===== src/rtl/debug_unit.sv =====
// Host-side debug controller for the mips core. It takes UART command bytes, loads instruction
// memory, runs or single-steps the core, and reports the result word followed by the cycle count.
module debug_unit #(
    parameter int IMEM_ADDR_W = 8,
    parameter int CYCLE_W     = 32
) (
    input  logic                   clk,
    input  logic                   reset,
    input  logic [7:0]             i_rx_data,
    input  logic                   i_rx_valid,
    output logic [7:0]             o_tx_data,
    output logic                   o_tx_start,
    input  logic                   i_tx_busy,
    output logic                   o_imem_we,
    output logic [IMEM_ADDR_W-1:0] o_imem_addr,
    output logic [31:0]            o_imem_wdata,
    output logic                   o_cpu_reset,
    output logic                   o_cpu_enable,
    input  logic [31:0]            i_cpu_result,
    input  logic                   i_cpu_halt,
    output logic [2:0]             o_state
);

    typedef enum logic [2:0] {
        IDLE      = 3'd0,
        LOAD_CNT  = 3'd1,
        LOAD_WORD = 3'd2,
        RUN       = 3'd3,
        STEP      = 3'd4,
        SEND      = 3'd5
    } state_t;

    typedef enum logic [1:0] {
        TX_REQ,
        TX_PULSE,
        TX_GAP,
        TX_WAIT
    } tx_phase_t;

    localparam logic [7:0] CMD_LOAD = 8'h4C;
    localparam logic [7:0] CMD_RUN  = 8'h52;
    localparam logic [7:0] CMD_STEP = 8'h53;

    state_t                 state_q;
    tx_phase_t              tx_phase_q;
    logic [CYCLE_W-1:0]     cnt_q;
    logic [CYCLE_W-1:0]     cnt_d;
    logic [7:0]             words_left_q;
    logic [1:0]             byte_idx_q;
    logic [2:0]             tx_idx_q;
    logic [63:0]            report_q;
    logic [IMEM_ADDR_W-1:0] addr_q;
    logic [31:0]            wdata_q;
    logic                   we_q;
    logic                   cpu_reset_q;
    logic                   cpu_enable_q;
    logic                   tx_start_q;
    logic [7:0]             tx_data_q;

    // The cycle counter sticks at all-ones instead of wrapping.
    assign cnt_d = (&cnt_q) ? cnt_q : cnt_q + CYCLE_W'(1);

    always_ff @(posedge clk) begin
        if (reset) begin
            state_q      <= IDLE;
            tx_phase_q   <= TX_REQ;
            cnt_q        <= '0;
            words_left_q <= '0;
            byte_idx_q   <= '0;
            tx_idx_q     <= '0;
            report_q     <= '0;
            addr_q       <= '0;
            wdata_q      <= '0;
            we_q         <= 1'b0;
            cpu_reset_q  <= 1'b0;
            cpu_enable_q <= 1'b0;
            tx_start_q   <= 1'b0;
            tx_data_q    <= '0;
        end else begin
            we_q        <= 1'b0;
            cpu_reset_q <= 1'b0;
            tx_start_q  <= 1'b0;
            case (state_q)
                IDLE: begin
                    if (i_rx_valid) begin
                        case (i_rx_data)
                            CMD_LOAD: state_q <= LOAD_CNT;
                            CMD_RUN, CMD_STEP: begin
                                // A core that is already halted is reported on without being enabled.
                                if (i_cpu_halt) begin
                                    state_q  <= SEND;
                                    report_q <= {i_cpu_result, 32'(cnt_q)};
                                end else begin
                                    cpu_enable_q <= 1'b1;
                                    if (i_rx_data == CMD_RUN) state_q <= RUN;
                                    else                      state_q <= STEP;
                                end
                            end
                            default: ;
                        endcase
                    end
                end
                LOAD_CNT: begin
                    if (i_rx_valid) begin
                        if (i_rx_data == 8'd0) begin
                            state_q <= IDLE;
                        end else begin
                            words_left_q <= i_rx_data;
                            addr_q       <= '0;
                            byte_idx_q   <= '0;
                            state_q      <= LOAD_WORD;
                        end
                    end
                end
                LOAD_WORD: begin
                    if (i_rx_valid) begin
                        wdata_q    <= {wdata_q[23:0], i_rx_data};
                        byte_idx_q <= byte_idx_q + 2'd1;
                        if (byte_idx_q == 2'd3) we_q <= 1'b1;
                    end
                    if (we_q) begin
                        addr_q       <= addr_q + IMEM_ADDR_W'(1);
                        words_left_q <= words_left_q - 8'd1;
                        if (words_left_q == 8'd1) begin
                            cpu_reset_q <= 1'b1;
                            cnt_q       <= '0;
                            state_q     <= IDLE;
                        end
                    end
                end
                RUN: begin
                    if (i_cpu_halt) begin
                        cpu_enable_q <= 1'b0;
                        report_q     <= {i_cpu_result, 32'(cnt_q)};
                        state_q      <= SEND;
                    end else begin
                        cnt_q <= cnt_d;
                    end
                end
                STEP: begin
                    cpu_enable_q <= 1'b0;
                    cnt_q        <= cnt_d;
                    report_q     <= {i_cpu_result, 32'(cnt_d)};
                    state_q      <= SEND;
                end
                SEND: begin
                    // Busy is not trusted until the transmitter has had a cycle to react to the pulse.
                    unique case (tx_phase_q)
                        TX_REQ: begin
                            if (!i_tx_busy) begin
                                tx_data_q  <= report_q[63:56];
                                report_q   <= {report_q[55:0], 8'h00};
                                tx_start_q <= 1'b1;
                                tx_phase_q <= TX_PULSE;
                            end
                        end
                        TX_PULSE: tx_phase_q <= TX_GAP;
                        TX_GAP:   tx_phase_q <= TX_WAIT;
                        TX_WAIT: begin
                            if (!i_tx_busy) begin
                                tx_phase_q <= TX_REQ;
                                tx_idx_q   <= tx_idx_q + 3'd1;
                                if (tx_idx_q == 3'd7) state_q <= IDLE;
                            end
                        end
                    endcase
                end
                default: state_q <= IDLE;
            endcase
        end
    end

    assign o_state      = state_q;
    assign o_tx_data    = tx_data_q;
    assign o_tx_start   = tx_start_q;
    assign o_imem_we    = we_q;
    assign o_imem_addr  = addr_q;
    assign o_imem_wdata = wdata_q;
    assign o_cpu_reset  = cpu_reset_q;
    assign o_cpu_enable = cpu_enable_q;

endmodule


===== config.mk =====
export PLATFORM = sky130hd
export DESIGN_NAME = debug_unit
export DESIGN_NICKNAME = d
export VERILOG_FILES = /design/src/rtl/debug_unit.sv
export SDC_FILE = /design/constraint.sdc
export NUM_CORES = 1
export LEC_CHECK = 0
export ABC_AREA = 1
export BUFFER_PORTS_ARGS = -buffer_cell sky130_fd_sc_hd__buf_2
export CAP_MARGIN = 30
export CORE_ASPECT_RATIO = 0.8
export CORE_UTILIZATION = 37
export CTS_BUF_LIST = sky130_fd_sc_hd__clkbuf_4 sky130_fd_sc_hd__clkbuf_8
export DETAILED_ROUTE_END_ITERATION = 7
export PLACE_DENSITY_LB_ADDON = 0.25
export SYNTH_ARGS = -nofsm -noshare
export SYNTH_HDL_FRONTEND = slang
export SYNTH_SLANG_ARGS = --single-unit

===== constraint.sdc =====
create_clock -name clk -period 3.4 [get_ports clk]
set_input_delay 0.51 -clock clk [delete_from_list [all_inputs] [get_ports clk]]
set_output_delay 0.51 -clock clk [all_outputs]
set_load 0.01 [all_outputs]

==> flow_summary.json, run 1 <==
{
  "synth_flop_cell": "dfxtp_1",
  "wl_per_cell_um": 14.1,
  "cts_buffers": 17,
  "postRouteAntennaNets": 0,
  "dp_slack_ns": 0.777,
  "hold_path.class": "in -> reg",
  "p_int_mw": 3.50,
  "portBuffers": 99,
  "syn_to_final_growth_pct": 13.0,
  "synth_area_leaders": "dfxtp_1 39%, nand2_1 19%, nor2_1 11%",
  "wirelength_um": 24500,
  "firstDrtPassIters": 7,
  "start_util_pct": 37.8,
  "hold_viol": 0,
  "synth_seq_area_share_pct": 39.0,
  "die_w_um": 172,
  "synthDistinctLibCells": 33,
  "cp.required_ns": 3.76,
  "row_count": 49,
  "startpoint_type": "flip-flop",
  "worstMarginPinSlew_ns": 0.782,
  "synth_most_common_cell": "nand2_1",
  "power.density_nw_per_um2": 624,
  "route.detailed.drc": 0,
  "ys_top_cells_by_count": "426 x nand2_1, 251 x nor2_1, 166 x dfxtp_1, 114 x o21ai_0, 98 x a21oi_1",
  "final_area_um2": 9630,
  "clkPwrFrac_pct": 25.5,
  "place_area_um2": 9200,
  "root_buffer": "clkbuf_8",
  "finalCriticalPeriod_ns": 2.67,
  "cts_resized": 0,
  "grt_antenna_before_repair": 0,
  "syn-num-nets": 1413,
  "cp-end-kind": "flip-flop",
  "path_class": "reg -> reg",
  "vdd_ir_drop_max_mv": 0.289,
  "grt_max_degree": 59,
  "cts_setup_buffers": 0,
  "final_util_pct": 42.7,
  "drt-initial-drc-count": 718,
  "maxSlewHeadroom_pct": 47.5,
  "clock-sinks": 166,
  "die_h_um": 138,
  "worstPathArrival_ns": 3.03,
  "fp.coreArea_um2": 22600,
  "diodes": 0,
  "skew_ns": 0.0191,
  "power_frac_comb_pct": 32.1,
  "hold_buffers": 0,
  "setup_viol": 0,
  "yosysTopAreaCellShare_pct": 39.0,
  "yosysWarnings": 0,
  "drv_cap": 0,
  "dpl.hpwl_um": 17000,
  "clock_latency_ns": 0.48,
  "synth_top_area_cell": "dfxtp_1",
  "drive_gt1_share_pct": 11.7,
  "gr-total-overflow": 0,
  "synth_cells": 1358,
  "switching_share_pct": 41.8,
  "dieArea_um2": 23600,
  "p_switching_mw": 2.52,
  "seqPwrFrac_pct": 42.4,
  "netlist_area_um2": 8520,
  "grt_pass1_wl_um": 38900,
  "place.gp.congestion": 0.937,
  "syn_area_per_cell_um2": 6.28,
  "synth_edf_count": 0,
  "max_freq_ghz": 0.375,
  "outcome": "complete, no violations",
  "detailroute.via_count": 8563,
  "vias_per_cell": 4.92,
  "pin_count": 100,
  "grt_usage_pct": 20.9,
  "fin_setup_tns_ns": 0,
  "timing.final.ws_setup_ns": 0.732,
  "rsz0062_at_grt": "false",
  "cts_buffer_depth": 2,
  "async_reset_ff_share_pct": 0,
  "synth-seq-cells": 166,
  "nNetsFinal": 1477,
  "cts.reportedPaths.clkPinSlew_ns": 0.11,
  "p_total_mw": 6.01,
  "cts_tree": "done",
  "cts_max_level": 4,
  "p_leak_nw": 4.32,
  "critical_path.max_fanout": 27,
  "slew_viol_final": 0,
  "grt_pass1_vias": 7477,
  "finalCritPeriodShare_pct": 78.5
}
==> cell type report <==
class                   instances  area [um^2]
multi-input cells            1028         4530
flip-flops and latches        166         3320
repair buffers                114          608
clock inverters                15          199
inverters                      95          357
well taps                     306          383
clock buffers                  17          234
fillers                      2466        12900
==> layout by cell type (no fill, tap or decap), drive strengths merged <==
master / instances
o21bai: 3
ha: 10
xor2: 16
nand4: 6
dfxtp: 166
a22oi: 1
o21ai: 117
a31oi: 3
nor3b: 2
clkbuf: 17
mux2i: 1
or2: 1
nand3: 59
o211ai: 1
a21oi: 98
nand3b: 1
buf: 114
a211oi: 1
xnor2: 3
clkinv: 9
inv: 101
nor2: 255
nor3: 6
o22ai: 13
nand2: 431
==> kinds of logic after synthesis <==
group / after synthesis / synth area share [%]
simple gates: 761 / 35.2
fa+ha+maj: 10 / 1.47
compound gates: 237 / 14.3
mux: 1 / 0.117
flops: 166 / 39.0
buf+inv: 164 / 7.94
xor+xnor: 19 / 1.95
==> power groups by stage <==
| stage | Combinational (mW) | Sequential [mW] | Clock, mW |
|---|---|---|---|
| finish | 1.93 | 2.55 | 1.53 |
| global route | 2.21 | 2.59 | 1.64 |
| CTS | 1.93 | 2.55 | 1.56 |
| global placement | 1.91 | 2.58 | 0 |
| detailed placement | 1.92 | 2.59 | 0 |
| floorplan | 1.47 | 2.55 | 0 |
==> sequential cells by signal, summed over array words and instances, names as in the netlist <==
register and count:
report_q 64, tx_phase_q 2, o_cpu_reset 1, o_tx_start 1, cnt_q 32, o_state 3
tx_idx_q 3, o_tx_data 8, o_cpu_enable 1, o_imem_addr 8, o_imem_wdata 32, words_left_q 8
byte_idx_q 2, o_imem_we 1
==> per-stage QoR <==
stage | hold slack [ns] | cells
detailed placement | 0.450 | 1709
global route | 0.267 | 1741
global placement | 0.448 | 1709
floorplan | 0.446 | 1358
CTS | 0.244 | 1741
finish | 0.266 | 1741
==> final timing paths <==
| path | startpoint | to | slack, ns | cells past startpoint |
|---|---|---|---|---|
| worst max-delay path | o_state[2] | report_q[23] | 0.73 | 11 |
| worst min-delay path | i_rx_valid | byte_idx_q[0] | 0.27 | 2 |
| worst max register to register | o_state[2] | report_q[23] | 0.73 | 11 |
| worst min register to register | o_tx_data[5] | o_tx_data[5] | 0.47 | 2 |
==> worst max-delay path, cell delays in order, from the launching register on <==
cell	delay [ns]
dfxtp_1	0.49
nand2_2	0.23
inv_2	0.39
nand2_2	0.08
or2_1	0.25
nand2_2	0.11
inv_2	0.04
nand2_2	0.39
buf_4	0.36
nand2_1	0.08
nand2_1	0.06
a21oi_1	0.05
==> layer usage <==
layer	track usage, %	vias to the layer above	wire (um)
met5	0	-	0
met4	4.41	0	207
met3	4.19	25	1490
met2	30.0	233	10100
met1	31.5	3869	12700
li1	-	4436	-
Note: power is estimated with default switching activity, not from simulation.
==> inputs of run 2 (changes only) <==
==> constraint.sdc (replaced) <==
create_clock -name clk -period 2.64 [get_ports clk]
set_input_delay 0.396 -clock clk [delete_from_list [all_inputs] [get_ports clk]]
set_output_delay 0.396 -clock clk [all_outputs]
set_load 0.01 [all_outputs]
==> flow_summary.json, run 2 (same netlist as run 1, synthesis figures left out) <==
{
  "detailroute.via_count": 8615,
  "syn_to_final_growth_pct": 13.4,
  "gr-total-overflow": 0,
  "die_h_um": 138,
  "postRouteAntennaNets": 0,
  "hold_buffers": 0,
  "grt_pass1_wl_um": 39000,
  "row_count": 49,
  "p_leak_nw": 4.34,
  "cts_buffer_depth": 2,
  "cp.required_ns": 3.04,
  "slew_viol_final": 0,
  "diodes": 0,
  "grt_pass1_vias": 7709,
  "dp_slack_ns": 0.279,
  "cts_resized": 0,
  "worstPathArrival_ns": 2.79,
  "route.detailed.drc": 0,
  "fp.coreArea_um2": 22600,
  "firstDrtPassIters": 5,
  "critical_path.max_fanout": 20,
  "final_cell_mix": "425 x nand2_1, 249 x nor2_1, 166 x dfxtp_1, 114 x o21ai_0, 99 x buf_2",
  "largest-register": "report_q",
  "finalCritPeriodShare_pct": 90.4,
  "wirelength_um": 23800,
  "drt-initial-drc-count": 539,
  "hold_viol": 0,
  "clock_latency_ns": 0.48,
  "finalCriticalPeriod_ns": 2.39,
  "die_w_um": 172,
  "dpl.hpwl_um": 16200,
  "timing.final.ws_setup_ns": 0.253,
  "vdd_ir_drop_max_mv": 0.388,
  "place.gp.congestion": 0.926,
  "hold_path.class": "in -> reg",
  "rsz0062_at_grt": "false",
  "nNetsFinal": 1482,
  "maxSlewHeadroom_pct": 51.9,
  "drive_gt1_share_pct": 12.0,
  "skew_ns": 0.0175,
  "dieArea_um2": 23600,
  "cp-end-kind": "flip-flop",
  "outcome": "complete, no violations",
  "drv_cap": 0,
  "final_common_cell": "nand2_1",
  "p_total_mw": 7.77,
  "clock-sinks": 166,
  "cts_max_level": 4,
  "setup_viol": 0,
  "power.density_nw_per_um2": 804,
  "worstMarginPinSlew_ns": 0.722,
  "pin_count": 100,
  "root_buffer": "clkbuf_8",
  "startpoint_type": "flip-flop",
  "portBuffers": 99,
  "start_util_pct": 37.8,
  "vias_per_cell": 4.93,
  "wl_per_cell_um": 13.6,
  "largest_reg_flops": 64,
  "cts.reportedPaths.clkPinSlew_ns": 0.10,
  "max_freq_ghz": 0.419,
  "grt_usage_pct": 20.7,
  "cts_tree": "done",
  "path_class": "reg -> reg",
  "cts_buffers": 17,
  "grt_antenna_before_repair": 0,
  "n_fill_cell": 2486,
  "grt_max_degree": 62,
  "cts_setup_buffers": 0,
  "fin_setup_tns_ns": 0
}
==> run 2: changes by cell type in the layout (fill, tap and decap cells not counted) <==
| cell | change |
|---|---|
| inv_8 | +4 |
| buf_12 | +2 |
| clkinv_2 | +1 |
| clkinv_8 | -4 |
| buf_4 | +3 |
| inv_12 | -1 |
==> run 2: power by group <==
part	leakage [nW]	total [mW]	switching [mW]	internal (mW)
clock	0.207	1.90	1.17	0.731
sequential	1.35	3.27	0.273	3.00
combinational	2.79	2.60	1.78	0.820
total	4.34	7.77	3.22	4.55
==> run 2: metal layers <==
layer | GRT usage, % | wire (um)
met1 | 29.7 | 11900
met2 | 31.7 | 10200
met3 | 3.85 | 1400
met4 | 4.91 | 272
met5 | 0 | 0
==> run 2: stage by stage <==
step                      hold slack, ns  cells  cell area (um^2)  utilization (%)
after global placement             0.456   1714              9260             41.1
after detailed placement           0.459   1714              9260             41.1
after CTS                          0.132   1746              9660             42.8
after floorplan                    0.446   1358              8520                -
after global routing               0.148   1746              9660             42.8
final                              0.159   1746              9660             42.8
==> run 2: worst paths after layout <==
| kind | startpoint | to | slack (ns) | cells after the start |
|---|---|---|---|---|
| setup / recovery | cnt_q[1] | cnt_q[1] | 0.25 | 10 |
| setup reg to reg | cnt_q[1] | cnt_q[1] | 0.25 | 10 |
| hold reg to reg | o_tx_data[1] | o_tx_data[1] | 0.48 | 2 |
| hold / removal | i_rx_valid | byte_idx_q[0] | 0.16 | 2 |
==> run 2: area by class of cell <==
cell class	instances	area [um^2]	share of cell area (%)
Multi-Input combinational cell	1028	4530	46.9
Sequential cell	166	3320	34.4
Timing Repair Buffer	119	671	6.94
Tap cell	306	383	3.96
Inverter	95	357	3.69
Clock buffer	17	234	2.42
Clock inverter	15	168	1.73
==> run 2: critical path, cell delays in order (launching register included) <==
cell	delay, ns
dfxtp_1	0.40
ha_1	0.28
inv_1	0.08
nor2_2	0.24
nand2_2	0.15
nor2_4	0.18
nand2_2	0.28
buf_4	0.31
o21ai_1	0.17
nand2_1	0.07
a21oi_1	0.14
==> inputs of run 3 (changes only) <==
--- a/config.mk
+++ b/config.mk
@@ -13,6 +13,7 @@
 export CTS_BUF_LIST = sky130_fd_sc_hd__clkbuf_4 sky130_fd_sc_hd__clkbuf_8
 export DETAILED_ROUTE_END_ITERATION = 7
 export PLACE_DENSITY_LB_ADDON = 0.25
+export REMOVE_ABC_BUFFERS = 1
 export SYNTH_ARGS = -nofsm -noshare
 export SYNTH_HDL_FRONTEND = slang
 export SYNTH_SLANG_ARGS = --single-unit
==> flow_summary.json, run 3 (same netlist as run 1, synthesis figures left out) <==
{
  "outcome": "complete, no violations",
  "clkPwrFrac_pct": 24.6,
  "start_util_pct": 37.8,
  "grt_usage_pct": 21.0,
  "place.gp.congestion": 0.919,
  "hold_viol": 0,
  "timing.rr.start": "o_state[2]",
  "vdd_ir_drop_max_mv": 0.321,
  "finalCritPeriodShare_pct": 85.6,
  "cts_buffer_depth": 2,
  "r2r_end": "o_tx_data[5]",
  "hold_path.class": "in -> reg",
  "cts_setup_buffers": 0,
  "rr_worst_depth": 8,
  "drv_cap": 0,
  "largest-register": "report_q",
  "worstPathArrival_ns": 2.58,
  "seqPwrFrac_pct": 41.5,
  "drive_gt1_share_pct": 12.4,
  "clock-sinks": 166,
  "r2r_setup_slack_ns": 0.38,
  "cts_buffers": 17,
  "final_cell_mix": "425 x nand2_1, 249 x nor2_1, 166 x dfxtp_1, 114 x o21ai_0, 99 x buf_2",
  "hold_buffers": 0,
  "skew_ns": 0.0168,
  "fp.coreArea_um2": 22600,
  "p_int_mw": 4.70,
  "cts_max_level": 4,
  "cts_tree": "done",
  "cp.required_ns": 2.96,
  "power_frac_comb_pct": 33.9,
  "max_freq_ghz": 0.443,
  "dp_cells": 1720,
  "drt-initial-drc-count": 735,
  "path_depth": 8,
  "p_leak_nw": 4.39,
  "timing.final.ws_setup_ns": 0.381,
  "path_class": "reg -> reg",
  "cp-end-kind": "flip-flop",
  "grt_pass1_vias": 7563,
  "syn_to_final_growth_pct": 14.6,
  "route.detailed.drc": 0,
  "portBuffers": 99,
  "p_total_mw": 7.87,
  "worstMarginPinSlew_ns": 0.768,
  "clock_latency_ns": 0.47,
  "crit_buf_inv": 2,
  "final_common_cell": "nand2_1",
  "pin_count": 100,
  "crit_start": "o_state[2]",
  "root_buffer": "clkbuf_8",
  "finalCriticalPeriod_ns": 2.26,
  "wirelength_um": 24000,
  "p_switching_mw": 3.17,
  "maxSlewHeadroom_pct": 48.6,
  "final_cells": 1752,
  "cts_resized": 0,
  "critical_path.top_delay_family": "simple AND/OR/NAND/NOR gates",
  "postRouteAntennaNets": 0,
  "largest_reg_flops": 64,
  "grt_pass1_wl_um": 39400,
  "firstDrtPassIters": 6,
  "dieArea_um2": 23600,
  "path_cells": "nand2_2 -> inv_2 -> nand2_2 -> buf_4 -> nor2_1 -> nand2_1 -> nand2_1 -> a21oi_1",
  "setup_viol": 0,
  "die_h_um": 138,
  "grt_max_degree": 75,
  "slowest_delay_ns": 0.61,
  "cts.reportedPaths.clkPinSlew_ns": 0.10,
  "dpl.hpwl_um": 16200,
  "nNetsFinal": 1488,
  "row_count": 49,
  "vias_per_cell": 4.84,
  "critical_path.max_fanout": 20,
  "gr-total-overflow": 0,
  "die_w_um": 172,
  "cp_slowest_cell": "nor2_1",
  "switching_share_pct": 40.3,
  "rsz0062_at_grt": "false",
  "startpoint_type": "flip-flop",
  "grt_antenna_before_repair": 0,
  "power.density_nw_per_um2": 806,
  "diodes": 0,
  "slew_viol_final": 0,
  "wl_per_cell_um": 13.7,
  "detailroute.via_count": 8486,
  "dp_slack_ns": 0.391,
  "worstSetupEndpoint": "o_tx_data[5]"
}
run 3: cell count changes in the layout (fill, tap and decap cells not counted):
cell and delta:
buf_12 +3, buf_4 +3, inv_12 -1, inv_6 +1, clkbuf_8 +2, clkinv_2 -1
inv_8 -4, bufinv_16 +1, clkinv_4 +2
run 3: power by group through the flow:
stage                     sequential (mW)  combinational (mW)  clock [mW]
final                                3.26                2.67        1.94
after CTS                            3.26                2.66        1.99
after global placement               3.30                2.63           0
after floorplan                      3.30                1.70           0
after detailed placement             3.31                2.66           0
after global routing                 3.33                3.02        2.10
run 3: final cells by class:
type,count,area [um^2]
fill,2460,12800
multi-input combinational,1028,4530
sequential,166,3320
timing repair buffer,125,753
tap,306,383
inverter,95,357
clock buffer,19,262
clock inverter,13,158
run 3: worst min-delay path by stage:
stage	startpoint	depth (start not counted)	endpoint	slack (ns)
6_report	i_rx_valid	2	byte_idx_q[0]	0.16
5_1_grt	i_rx_valid	2	byte_idx_q[0]	0.14
4_1_cts	i_rx_valid	2	byte_idx_q[0]	0.13
3_5_place_dp	o_tx_data[4]	2	o_tx_data[4]	0.45
3_3_place_gp	o_tx_data[1]	2	o_tx_data[1]	0.45
2_1_floorplan	words_left_q[5]	2	words_left_q[5]	0.45
run 3: metrics by stage:
step / hold WS [ns] / setup TNS, ns / instance area, um^2 / utilization, %
CTS: 0.131 / 0 / 9760 / 43.3
finish: 0.164 / 0 / 9760 / 43.3
global route: 0.143 / 0 / 9760 / 43.3
floorplan: 0.449 / -78.90 / 8200 / -
global placement: 0.451 / 0 / 9350 / 41.4
detailed placement: 0.450 / 0 / 9350 / 41.4
run 3: per-layer routing:
| metal | vias up | track usage [%] | share of wire [%] |
|---|---|---|---|
| met5 | - | 0 | 0 |
| met4 | 0 | 4.76 | 1.3 |
| met3 | 21 | 3.94 | 5.5 |
| met2 | 216 | 31.0 | 41 |
| met1 | 3803 | 31.1 | 52 |
| li1 | 4446 | - | - |
